### config.mk
export PLATFORM = sky130hd
export DESIGN_NAME = line_memory_responder
export DESIGN_NICKNAME = d
export VERILOG_FILES = /design/src/rtl/line_memory_responder_pkg.sv /design/src/rtl/line_memory_responder_line_beat_buffer.sv /design/src/rtl/line_memory_responder.sv
export SDC_FILE = /design/constraint.sdc
export NUM_CORES = 1
export LEC_CHECK = 0
export BUFFER_PORTS_ARGS = -buffer_cell sky130_fd_sc_hd__buf_2
export CAP_MARGIN = 40
export CORE_MARGIN = 8
export CORE_UTILIZATION = 56
export CTS_CLUSTER_SIZE = 16
export DETAILED_ROUTE_END_ITERATION = 8
export PLACE_DENSITY = 0.92
export SYNTH_ARGS = -nofsm -noshare
export SYNTH_HDL_FRONTEND = slang
export SYNTH_SLANG_ARGS = --single-unit
### constraint.sdc
create_clock -name clk -period 4.3 [get_ports clk]
set_clock_uncertainty 0.2 [all_clocks]
set_input_delay 0.86 -clock clk [delete_from_list [all_inputs] [get_ports clk]]
set_output_delay 0.86 -clock clk [all_outputs]
set_load 0.01 [all_outputs]
### src/rtl/line_memory_responder_pkg.sv
// Shared definitions for the line-granular memory request interface used by
// the page-table walker, the cache replacers and the target-side responder.
package line_memory_responder_pkg;

  localparam int unsigned MEM_ADDR_WIDTH_DEF = 30;

  typedef logic [MEM_ADDR_WIDTH_DEF-1:0] line_addr_t;

  typedef enum logic [1:0] {
    MEM_REQ_NONE  = 2'd0,
    MEM_REQ_READ  = 2'd1,
    MEM_REQ_WRITE = 2'd2
  } mem_req_e;

  function automatic int unsigned beat_count(input int unsigned line_width,
                                             input int unsigned word_width);
    return line_width / word_width;
  endfunction

  function automatic int unsigned beat_idx_width(input int unsigned beats);
    return (beats > 1) ? $clog2(beats) : 1;
  endfunction

  // Reads take priority so a replacer's fill is never starved by a writeback.
  function automatic mem_req_e mem_req_select(input logic rd_en, input logic wr_en);
    if (rd_en) return MEM_REQ_READ;
    if (wr_en) return MEM_REQ_WRITE;
    return MEM_REQ_NONE;
  endfunction

endpackage

### src/rtl/line_memory_responder_line_beat_buffer.sv
// Line-wide register with indexed word write (read assembly) and indexed
// word select (write serialization); whole-line load has priority.
module line_beat_buffer #(
  parameter int unsigned LINE_WIDTH = 128,
  parameter int unsigned WORD_WIDTH = 32,
  parameter int unsigned IDX_WIDTH  = 2
) (
  input  logic                  clk,
  input  logic                  rst,
  input  logic                  line_load,
  input  logic [LINE_WIDTH-1:0] line_in,
  input  logic                  word_we,
  input  logic [IDX_WIDTH-1:0]  word_idx,
  input  logic [WORD_WIDTH-1:0] word_in,
  output logic [LINE_WIDTH-1:0] line_out,
  output logic [WORD_WIDTH-1:0] word_out
);

  logic [LINE_WIDTH-1:0] line_d, line_q;

  always_comb begin
    line_d = line_q;
    if (line_load) begin
      line_d = line_in;
    end else if (word_we) begin
      line_d[word_idx*WORD_WIDTH +: WORD_WIDTH] = word_in;
    end
  end

  always_ff @(posedge clk) begin
    if (!rst) begin
      line_q <= '0;
    end else begin
      line_q <= line_d;
    end
  end

  assign line_out = line_q;
  assign word_out = line_q[word_idx*WORD_WIDTH +: WORD_WIDTH];

endmodule

### src/rtl/line_memory_responder.sv
// Target-side line memory responder: splits one full-line read or write into
// WORD_WIDTH beats over a ready/valid RAM port and pulses done on completion.
module line_memory_responder
  import line_memory_responder_pkg::*;
#(
  parameter int unsigned LINE_WIDTH     = 128,
  parameter int unsigned WORD_WIDTH     = 32,
  parameter int unsigned MEM_ADDR_WIDTH = 30
) (
  input  logic                       clk,
  input  logic                       rst,
  input  logic [MEM_ADDR_WIDTH-1:0]  memAddr,
  input  logic                       memReadEnable,
  input  logic                       memWriteEnable,
  input  logic [LINE_WIDTH-1:0]      memWriteValue,
  output logic                       memReadDone,
  output logic                       memWriteDone,
  output logic [LINE_WIDTH-1:0]      memReadValue,
  output logic [MEM_ADDR_WIDTH+beat_idx_width(beat_count(LINE_WIDTH, WORD_WIDTH))-1:0] ramAddr,
  output logic                       ramReadEnable,
  output logic                       ramWriteEnable,
  output logic [WORD_WIDTH-1:0]      ramWriteValue,
  input  logic                       ramReady,
  input  logic                       ramReadValid,
  input  logic [WORD_WIDTH-1:0]      ramReadValue
);

  localparam int unsigned BEAT_COUNT = beat_count(LINE_WIDTH, WORD_WIDTH);
  localparam int unsigned IDX_W      = beat_idx_width(BEAT_COUNT);
  localparam int unsigned CNT_W      = IDX_W + 1;

  typedef enum logic [2:0] {
    ST_IDLE       = 3'd0,
    ST_READ       = 3'd1,
    ST_READ_DONE  = 3'd2,
    ST_WRITE      = 3'd3,
    ST_WRITE_DONE = 3'd4
  } state_e;

  state_e                    state_d, state_q;
  logic [MEM_ADDR_WIDTH-1:0] line_addr_d, line_addr_q;
  logic [CNT_W-1:0]          issue_d, issue_q;
  logic [IDX_W-1:0]          recv_d, recv_q;
  mem_req_e                  req;
  logic                      rd_we, wr_load, ram_rd_en, ram_wr_en;
  logic [WORD_WIDTH-1:0]     wr_word, rd_word_unused;
  logic [LINE_WIDTH-1:0]     wr_line_unused;
  logic                      unused_sink;

  always_comb begin
    state_d     = state_q;
    line_addr_d = line_addr_q;
    issue_d     = issue_q;
    recv_d      = recv_q;
    rd_we       = 1'b0;
    wr_load     = 1'b0;
    req         = mem_req_select(memReadEnable, memWriteEnable);
    ram_rd_en   = (state_q == ST_READ) && (issue_q < CNT_W'(BEAT_COUNT));
    ram_wr_en   = (state_q == ST_WRITE);
    case (state_q)
      ST_IDLE: begin
        if (req != MEM_REQ_NONE) begin
          line_addr_d = memAddr;
          issue_d     = '0;
          recv_d      = '0;
          if (req == MEM_REQ_READ) begin
            state_d = ST_READ;
          end else begin
            wr_load = 1'b1;
            state_d = ST_WRITE;
          end
        end
      end
      ST_READ: begin
        // Issue and receive advance independently; returns may overlap issue.
        if (ram_rd_en && ramReady) issue_d = issue_q + CNT_W'(1);
        if (ramReadValid) begin
          rd_we  = 1'b1;
          recv_d = recv_q + IDX_W'(1);
          if (recv_q == IDX_W'(BEAT_COUNT - 1)) state_d = ST_READ_DONE;
        end
      end
      ST_WRITE: begin
        if (ramReady) begin
          issue_d = issue_q + CNT_W'(1);
          if (issue_q == CNT_W'(BEAT_COUNT - 1)) state_d = ST_WRITE_DONE;
        end
      end
      default: state_d = ST_IDLE;
    endcase
  end

  always_ff @(posedge clk) begin
    if (!rst) begin
      state_q     <= ST_IDLE;
      line_addr_q <= '0;
      issue_q     <= '0;
      recv_q      <= '0;
    end else begin
      state_q     <= state_d;
      line_addr_q <= line_addr_d;
      issue_q     <= issue_d;
      recv_q      <= recv_d;
    end
  end

  // Separate buffers keep memReadValue stable across an intervening write.
  line_beat_buffer #(
    .LINE_WIDTH (LINE_WIDTH),
    .WORD_WIDTH (WORD_WIDTH),
    .IDX_WIDTH  (IDX_W)
  ) u_rd_buf (
    .clk       (clk),
    .rst       (rst),
    .line_load (1'b0),
    .line_in   ('0),
    .word_we   (rd_we),
    .word_idx  (recv_q),
    .word_in   (ramReadValue),
    .line_out  (memReadValue),
    .word_out  (rd_word_unused)
  );

  line_beat_buffer #(
    .LINE_WIDTH (LINE_WIDTH),
    .WORD_WIDTH (WORD_WIDTH),
    .IDX_WIDTH  (IDX_W)
  ) u_wr_buf (
    .clk       (clk),
    .rst       (rst),
    .line_load (wr_load),
    .line_in   (memWriteValue),
    .word_we   (1'b0),
    .word_idx  (issue_q[IDX_W-1:0]),
    .word_in   ('0),
    .line_out  (wr_line_unused),
    .word_out  (wr_word)
  );

  assign unused_sink    = ^{rd_word_unused, wr_line_unused};
  assign ramReadEnable  = ram_rd_en;
  assign ramWriteEnable = ram_wr_en;
  assign ramAddr        = (ram_rd_en || ram_wr_en) ? {line_addr_q, issue_q[IDX_W-1:0]} : '0;
  assign ramWriteValue  = ram_wr_en ? wr_word : '0;
  assign memReadDone    = (state_q == ST_READ_DONE);
  assign memWriteDone   = (state_q == ST_WRITE_DONE);

endmodule

# Yosys cells after proc, flatten, opt, wreduce, memory -nomap -nowiden
# Index checks and enable logic that the tools add are counted.
# classes
shifts	3
eq_ne	13
mux	29
magnitude_cmp	1
n_addsub	3
reduce_logical	11
# ops
op	count
128-bit bitwise mux	1
32-bit by 34-bit variable shift with 128-bit output, first input constant	1
128-bit by 8-bit variable part select with 32-bit output	1
32-bit by 34-bit variable part select with 128-bit output	1
32-bit 2-to-1 mux	2
7-bit negator with 34-bit output	1
3-bit 2-to-1 mux	8
3-bit one-hot mux with 3 select lines	2
2-bit 2-to-1 mux	7
3-bit by 2-bit == test with 1-bit output, second input constant	3
1-bit 2-to-1 mux	8
2-bit by 1-bit != test with 1-bit output, second input constant	3
2-bit != test, second input constant	3
5-bit AND reduction	1
2-bit one-hot mux with 2 select lines	1
4-bit AND reduction	1
2-bit nonzero test	2
3-bit by 1-bit adder with 3-bit output, second input constant	1
3-bit by 1-bit == test with 1-bit output, second input constant	1
3-bit == test, second input constant	1
3-bit zero test	1
3-bit less-than comparator, second input constant	1
3-bit AND reduction	1
3-bit nonzero test	1
6 further kinds	7
# totals
register_bits	294
out_inout_bits	196
word_cells	66
in_bits	196

# Depth between registers and ports, before layout
# Gate-level depths: netlist (run 1).
# depth
depth_word	8
ltp_mapped	7
depth_no_buf	5

# By module
# A second synthesis (run 1) with hierarchy kept.
# hier_totals
hier_cells	1552
hier_area_um2	14904.3
# by_module_without_submodules
module	seq_area_each_um2	cells_per_inst	n_inst	area_per_inst_um2
line_beat_buffer (u_wr_buf)	2562.5	646	1	6468.7
line_beat_buffer (u_rd_buf)	2562.5	644	1	6442.4
line_memory_responder	760.7	262	1	1993.2

# Least setup slack after synthesis (run 1)
# OpenSTA, ideal clock, no wires.
# synth_timing
kind	register to output
startpoint	register issue_q[0]
endpoint	output ramWriteValue[10]
path_stages_with_launch	5
n_path_buf	2
setup_slack_ns	1.757
arrival_time_ns	1.483
t_required_ns	3.240
cell_sequence	dfxtp_1 -> buf_4 -> buf_2 -> mux4_2 -> and2_1
# synth_between
elab_chain_cells	2
# synth_lines
item	line_no	source
start, declared	line_memory_responder.sv:42	logic [CNT_W-1:0] issue_d, issue_q;
start signal, assigned	line_memory_responder.sv:102	issue_q <= issue_d;
128-bit by 8-bit variable part select with 32-bit output	line_memory_responder_line_beat_buffer.sv:39	assign word_out = line_q[word_idx*WORD_WIDTH +: WORD_WIDTH];
32-bit 2-to-1 mux	line_memory_responder.sv:144	assign ramWriteValue = ram_wr_en ? wr_word : '0;
end, declared	line_memory_responder.sv:22	output logic [WORD_WIDTH-1:0] ramWriteValue,
# Every way passes these cells.

# Worst setup path after layout (run 1)
# layout_timing
startpoint	register issue_q[0]
endpoint	output ramWriteValue[31]
# Same word-level chain as after synthesis.

==> impl_metrics.json, run 1 <==
{
  "num_io_pins": 392,
  "die_height_um": 167,
  "drive_above_1_share_pct": 29.0,
  "worstPathCellList": "buf_4 > mux4_2 > and2_1 > buf_2",
  "via_per_inst": 6.54,
  "dieArea_mm2": 0.0279,
  "cp_num_buf_inv": 2,
  "start_util_pct": 56.7,
  "relSlewSlack_pct": 34.3,
  "gp_congestion": 0.918,
  "syn_avg_cell_area_um2": 8.48,
  "cp_data_required_time_ps": 3240,
  "setup-violations-final": 0,
  "vdd_ir_drop_max_mv": 0.277,
  "p_leak_uw": 0.00628,
  "crit_type": "reg -> out",
  "yosysMostFrequentCell": "dfxtp_1",
  "clk_pin_slew_ps": 60,
  "drtPass1Iterations": 6,
  "fill_cells": 1682,
  "ctsResizeCount": 0,
  "area_delta_synth_final_pct": 22.7,
  "port_buffers": 391,
  "critPathMaxFanout": 22,
  "place_area_mm2": 0.0147,
  "rsz0062_at_grt": "no",
  "p_per_area_mw_per_mm2": 422,
  "synth_top_area_share_pct": 46.1,
  "hold_buffers": 0,
  "fin_area_mm2": 0.0157,
  "synth_seq_cells": 294,
  "crit_slowest_cell": "mux4_2",
  "status": "finished clean",
  "die_x_um": 167,
  "wirelength_um": 44800,
  "syn-num-nets": 1710,
  "postCtsSetupRepairBufs": 0,
  "synth_cell_type_count": 41,
  "hold_viol_final": 0,
  "startpoint_type": "flop",
  "grt_pass1_vias": 13076,
  "cts_tree": "built",
  "synthTopCellsByCount": "294 x dfxtp_1, 288 x a21oi_1, 266 x o21ai_0",
  "grt_first_pass_wirelength_um": 69700,
  "worst_slew_pin_slew_ps": 985,
  "post-place-ws_ps": 1460,
  "async_flop_share_pct": 0,
  "seq_area_frac_synth_pct": 46.1,
  "critPathArrivalTime_ps": 2350,
  "dpl.hpwl_um": 29400,
  "cp-end-kind": "primary output",
  "hp-class": "reg -> reg",
  "fin_crit_ps": 3410,
  "synthFlopType": "dfxtp_1",
  "syn_area_mm2": 0.0128,
  "setup_ws_ps": 891,
  "yosys-top-cells-area": "dfxtp_1 46%, a21oi_1 11%, o21ai_0 10%",
  "h-tree-depth": 1,
  "wl_per_cell_um": 21.5,
  "clock_latency_ps": 550,
  "grt_overflow": 0,
  "fmax_ghz": 0.293,
  "synth_warnings": 0,
  "drtIter0Drc": 2176,
  "critPathTopFamily": "multiplexers",
  "cp_slowest_stage_delay_ps": 610,
  "netlist_instances": 1506,
  "cts_buffer_depth": 3,
  "drc_errors": 0,
  "root_buffer": "clkbuf_16",
  "finalMaxSlewViolations": 0,
  "rows": 55,
  "nNetsFinal": 1969,
  "core-area_mm2": 0.0225,
  "maxCapViolCount": 0,
  "synth_edf_count": 0,
  "track_usage_pct": 29.8,
  "cts-buffers-inserted": 29,
  "tns_ps": 0,
  "grt_max_degree": 160,
  "fin_crit_sh_pct": 79.3,
  "antenna_found_initial": 7,
  "cts_sinks": 294,
  "via_count": 13593,
  "drtAntennaViolNets": 0,
  "yosys.area.top_type": "dfxtp_1"
}
cells in the final DEF, fill, tap and decap left out, types with 2 or more instances in the layout:
master,instances
nand2_1,9
a21oi_1,288
clkbuf_1,5
buf_4,18
and3b_1,2
nand3_1,159
o211ai_1,3
and3_1,33
o21ai_1,21
clkbuf_16,29
o21ai_0,266
nand2b_1,2
dfxtp_1,293
nor3b_1,2
ha_1,8
diode_2,6
buf_12,5
clkbuf_8,10
and2_1,32
buf_8,6
nor3b_2,2
inv_1,8
inv_6,2
o22ai_1,2
bufinv_16,2
nand4_1,128
buf_2,391
mux4_2,32
clkinv_2,6
sequential cells by signal (all words and copies together) (netlist names):
| signal | cells |
|---|---|
| u_wr_buf.line_out | 128 |
| line_addr_q | 30 |
| recv_q | 2 |
| state_q | 3 |
| u_rd_buf.line_out | 128 |
| issue_q | 3 |
worst reg2reg max path, delay by kind of cell (launching register included):
kind / cells / cell delay [ps]
buf+inv: 3 / 1220
fa+ha+maj: 1 / 250
compound gates: 2 / 480
flops: 1 / 560
cell type report:
type	instances	area (µm²)	share of cell area [%]
Inverter	9	41.3	0.263
Clock inverter	10	108	0.687
Timing Repair Buffer	422	2320	14.8
Sequential cell	294	5890	37.6
Multi-Input combinational cell	1009	6060	38.7
Tap cell	285	357	2.28
Antenna cell	6	15.0	0.0958
Clock buffer	44	882	5.63
kinds of logic after synthesis:
logic type,count (synthesis),synth area share [%]
buf+inv,203,6.92
fa+ha+maj,8,0.784
compound gates,586,23.2
flops,294,46.1
simple gates,383,17.3
mux,32,5.64
final timing paths:
path	startpoint	end	slack, ps	cells after the start
hold reg to reg	u_rd_buf.line_out[58]	u_rd_buf.line_out[58]	270	2
setup / recovery	issue_q[0]	ramWriteValue[31]	890	4
setup reg to reg	recv_q[0]	u_rd_buf.line_out[94]	1530	6
hold / removal	u_rd_buf.line_out[58]	u_rd_buf.line_out[58]	270	2
stage by stage:
step | util [%] | cells | hold slack (ps) | power (µW)
floorplan | - | 1506 | 249 | 3690
global placement | 64.5 | 2009 | 255 | 3990
detailed placement | 65.2 | 2019 | 262 | 4040
CTS | 69.6 | 2073 | 270 | 6620
global route | 69.6 | 2078 | 293 | 6860
finish | 69.6 | 2079 | 269 | 6620
per-layer routing:
metal | up-vias | GRT usage, % | part of all wire (%)
li1 | 6070 | - | -
met1 | 6335 | 36.2 | 37
met2 | 1008 | 47.4 | 47
met3 | 176 | 8.20 | 11
met4 | 4 | 16.3 | 5.5
met5 | - | 0 | 0.049
where the power goes:
group	switching (µW)	leakage, µW	internal [µW]
Sequential	77.0	0.00239	2850
Combinational	736	0.00340	338
Clock	1080	0.000496	1530
Total	1890	0.00628	4730
Power figures use the tool's default switching activity.
==> inputs of run 2 (changes only) <==
--- a/config.mk
+++ b/config.mk
@@ -5,13 +5,14 @@
 export SDC_FILE = /design/constraint.sdc
 export NUM_CORES = 1
 export LEC_CHECK = 0
+export ABC_AREA = 1
 export BUFFER_PORTS_ARGS = -buffer_cell sky130_fd_sc_hd__buf_2
 export CAP_MARGIN = 40
 export CORE_MARGIN = 8
-export CORE_UTILIZATION = 56
+export CORE_UTILIZATION = 51
 export CTS_CLUSTER_SIZE = 16
 export DETAILED_ROUTE_END_ITERATION = 8
-export PLACE_DENSITY = 0.92
+export PLACE_DENSITY = 0.86
 export SYNTH_ARGS = -nofsm -noshare
 export SYNTH_HDL_FRONTEND = slang
 export SYNTH_SLANG_ARGS = --single-unit
==> constraint.sdc (replaced) <==
create_clock -name clk -period 3.5 [get_ports clk]
set_clock_uncertainty 0.2 [all_clocks]
set_input_delay 0.7 -clock clk [delete_from_list [all_inputs] [get_ports clk]]
set_output_delay 0.7 -clock clk [all_outputs]
set_load 0.01 [all_outputs]
==> impl_metrics.json, run 2 <==
{
  "status": "finished clean",
  "core-area_mm2": 0.0235,
  "maxCapViolCount": 0,
  "yosys.area.top_type": "dfxtp_1",
  "wl_met2_um": 20000,
  "critPathTopFamily": "buffers and inverters",
  "hp-class": "in -> reg",
  "antenna_found_initial": 2,
  "critPathArrivalTime_ps": 2330,
  "dpl.hpwl_um": 29600,
  "grt_first_pass_wirelength_um": 65800,
  "drtIter0Drc": 1581,
  "clock_latency_ps": 550,
  "synthFlopType": "dfxtp_1",
  "clk_pin_slew_ps": 60,
  "port_buffers": 391,
  "worst_slew_pin_slew_ps": 878,
  "vdd_ir_drop_max_mv": 0.458,
  "p_leak_uw": 0.00695,
  "h-tree-depth": 1,
  "p_per_area_mw_per_mm2": 672,
  "synth_cell_type_count": 24,
  "via_per_inst": 5.55,
  "post-place-ws_ps": 858,
  "cts_tree": "built",
  "rows": 56,
  "area_delta_synth_final_pct": 25.4,
  "via_count": 13293,
  "cts_buffer_depth": 3,
  "async_flop_share_pct": 0,
  "synth_warnings": 0,
  "fin_crit_ps": 3230,
  "drtAntennaViolNets": 0,
  "crit_type": "reg -> out",
  "ctsResizeCount": 0,
  "cp_data_required_time_ps": 2600,
  "final_cell_mix": "537 x nor2_1, 390 x buf_2, 293 x dfxtp_1",
  "nNetsFinal": 2253,
  "dieArea_mm2": 0.0293,
  "holdCritStartpoint": "memWriteValue[41]",
  "crit_slowest_cell": "buf_4",
  "relSlewSlack_pct": 41.5,
  "num_io_pins": 392,
  "fin_crit_sh_pct": 92.2,
  "cts-buffers-inserted": 31,
  "cts_sinks": 294,
  "worstPathCellList": "buf_4 > nor2_1 > nor2_1 > o21ai_0 > a21oi_1 > buf_2",
  "fill_cells": 2001,
  "finish.utilization_pct": 65.4,
  "drc_errors": 0,
  "synthTopCellsByCount": "539 x nor2_1, 294 x dfxtp_1, 259 x o21ai_0",
  "startpoint_type": "flop",
  "cp_num_buf_inv": 2,
  "syn_avg_cell_area_um2": 7.06,
  "yosysMostFrequentCell": "nor2_1",
  "synth_top_area_share_pct": 47.9,
  "syn_area_mm2": 0.0123,
  "die_x_um": 171,
  "finalMaxSlewViolations": 0,
  "met1_length_um": 15500,
  "seq_area_mm2": 0.00589,
  "grt_max_degree": 112,
  "critPathMaxFanout": 67,
  "crit_start": "issue_q[0]",
  "power_uw": 10300,
  "netlist_instances": 1739,
  "grt_pass1_vias": 12636,
  "fmax_ghz": 0.310,
  "drtPass1Iterations": 6,
  "yosys-top-cells-area": "dfxtp_1 48%, nor2_1 16%, o21ai_0 11%",
  "wirelength_um": 43100,
  "start_util_pct": 52.2,
  "synth_seq_cells": 294,
  "synth_edf_count": 0,
  "hold_buffers": 0,
  "setup-violations-final": 0,
  "root_buffer": "clkbuf_16",
  "track_usage_pct": 27.6,
  "die_height_um": 171,
  "hold_viol_final": 0,
  "seq_area_frac_synth_pct": 47.9,
  "tns_ps": 0,
  "wl_per_cell_um": 18.0,
  "setup_ws_ps": 274,
  "syn-num-nets": 1943,
  "highest_layer": "met5",
  "r2r_start": "recv_q[1]",
  "gp_congestion": 0.929,
  "wl_met3_um": 4930,
  "final_common_cell": "nor2_1",
  "drive_above_1_share_pct": 23.5,
  "rsz0062_at_grt": "no",
  "cp_slowest_stage_delay_ps": 590,
  "postCtsSetupRepairBufs": 0,
  "multi_input_area_mm2": 0.00554,
  "cp-end-kind": "primary output",
  "grt_overflow": 0,
  "crit_top_cell": "nor2_1"
}
run 2: cell types whose count changed in the layout (fill, tap and decap cells not counted), moves of 6 or more:
cell,previous run,this run
nor2_1,0,537
nand2_1,9,153
a21oi_1,288,177
nand3_1,159,59
nand4_1,128,35
inv_1,8,47
and3_1,33,0
and2_1,32,0
mux4_2,32,0
o21ai_1,21,6
o21ai_0,266,259
inv_2,0,6
run 2: cell families (layout without fill, tap and decap cells):
logic type / after synthesis / in the layout / share of synthesized area [%]
other: 0 / 2 / 0
flip-flops: 294 / 294 / 47.9
AND/OR/NAND/NOR: 799 / 799 / 26.2
AO/OA/AOI/OAI: 442 / 442 / 18.0
adder cells (fa/ha/maj): 8 / 8 / 0.815
buffers and inverters: 196 / 529 / 7.05
run 2: layout make-up:
cell class | count | share of cell area [%]
sequential | 294 | 38.2
multi-input combinational | 1249 | 36.0
timing repair buffer | 418 | 14.7
clock buffer | 44 | 5.68
tap | 319 | 2.59
clock inverter | 12 | 1.45
inverter | 55 | 1.37
antenna | 2 | 0.0325
run 2: power breakdown:
group / switching [µW] / leakage, µW / internal [µW]
Sequential: 208 / 0.00240 / 3800
Combinational: 1940 / 0.00404 / 865
Clock: 1350 / 0.000517 / 2170
run 2: worst register-to-register path, cell delays in order, from the launching register on:
cell     delay [ps]
dfxtp_1         420
inv_1           120
ha_1            550
inv_1           200
nand2_1         590
buf_4           300
nor2_1           60
nand3_1          90
a21oi_1          70
run 2: metrics by stage:
stage | instances | area, µm² | hold slack [ps]
2_1_floorplan | 1739 | 12300 | 230
3_3_place_gp | 2332 | 14200 | 241
3_5_place_dp | 2335 | 14300 | 246
4_1_cts | 2391 | 15400 | 148
5_1_grt | 2391 | 15400 | 155
6_report | 2393 | 15400 | 166
run 2: layer usage:
metal | vias to the layer above | global-route usage (%)
li1 | 6274 | -
met1 | 5979 | 31.7
met3 | 173 | 7.59
met2 | 863 | 45.5
met5 | - | 0
met4 | 4 | 16.4
run 2: worst paths after layout:
path	end	slack (ps)	cells past startpoint
worst min register to register	line_addr_q[27]	250	2
worst max register to register	u_rd_buf.line_out[109]	770	8
worst min-delay path	u_wr_buf.line_out[41]	170	3
worst max-delay path	ramWriteValue[25]	270	6
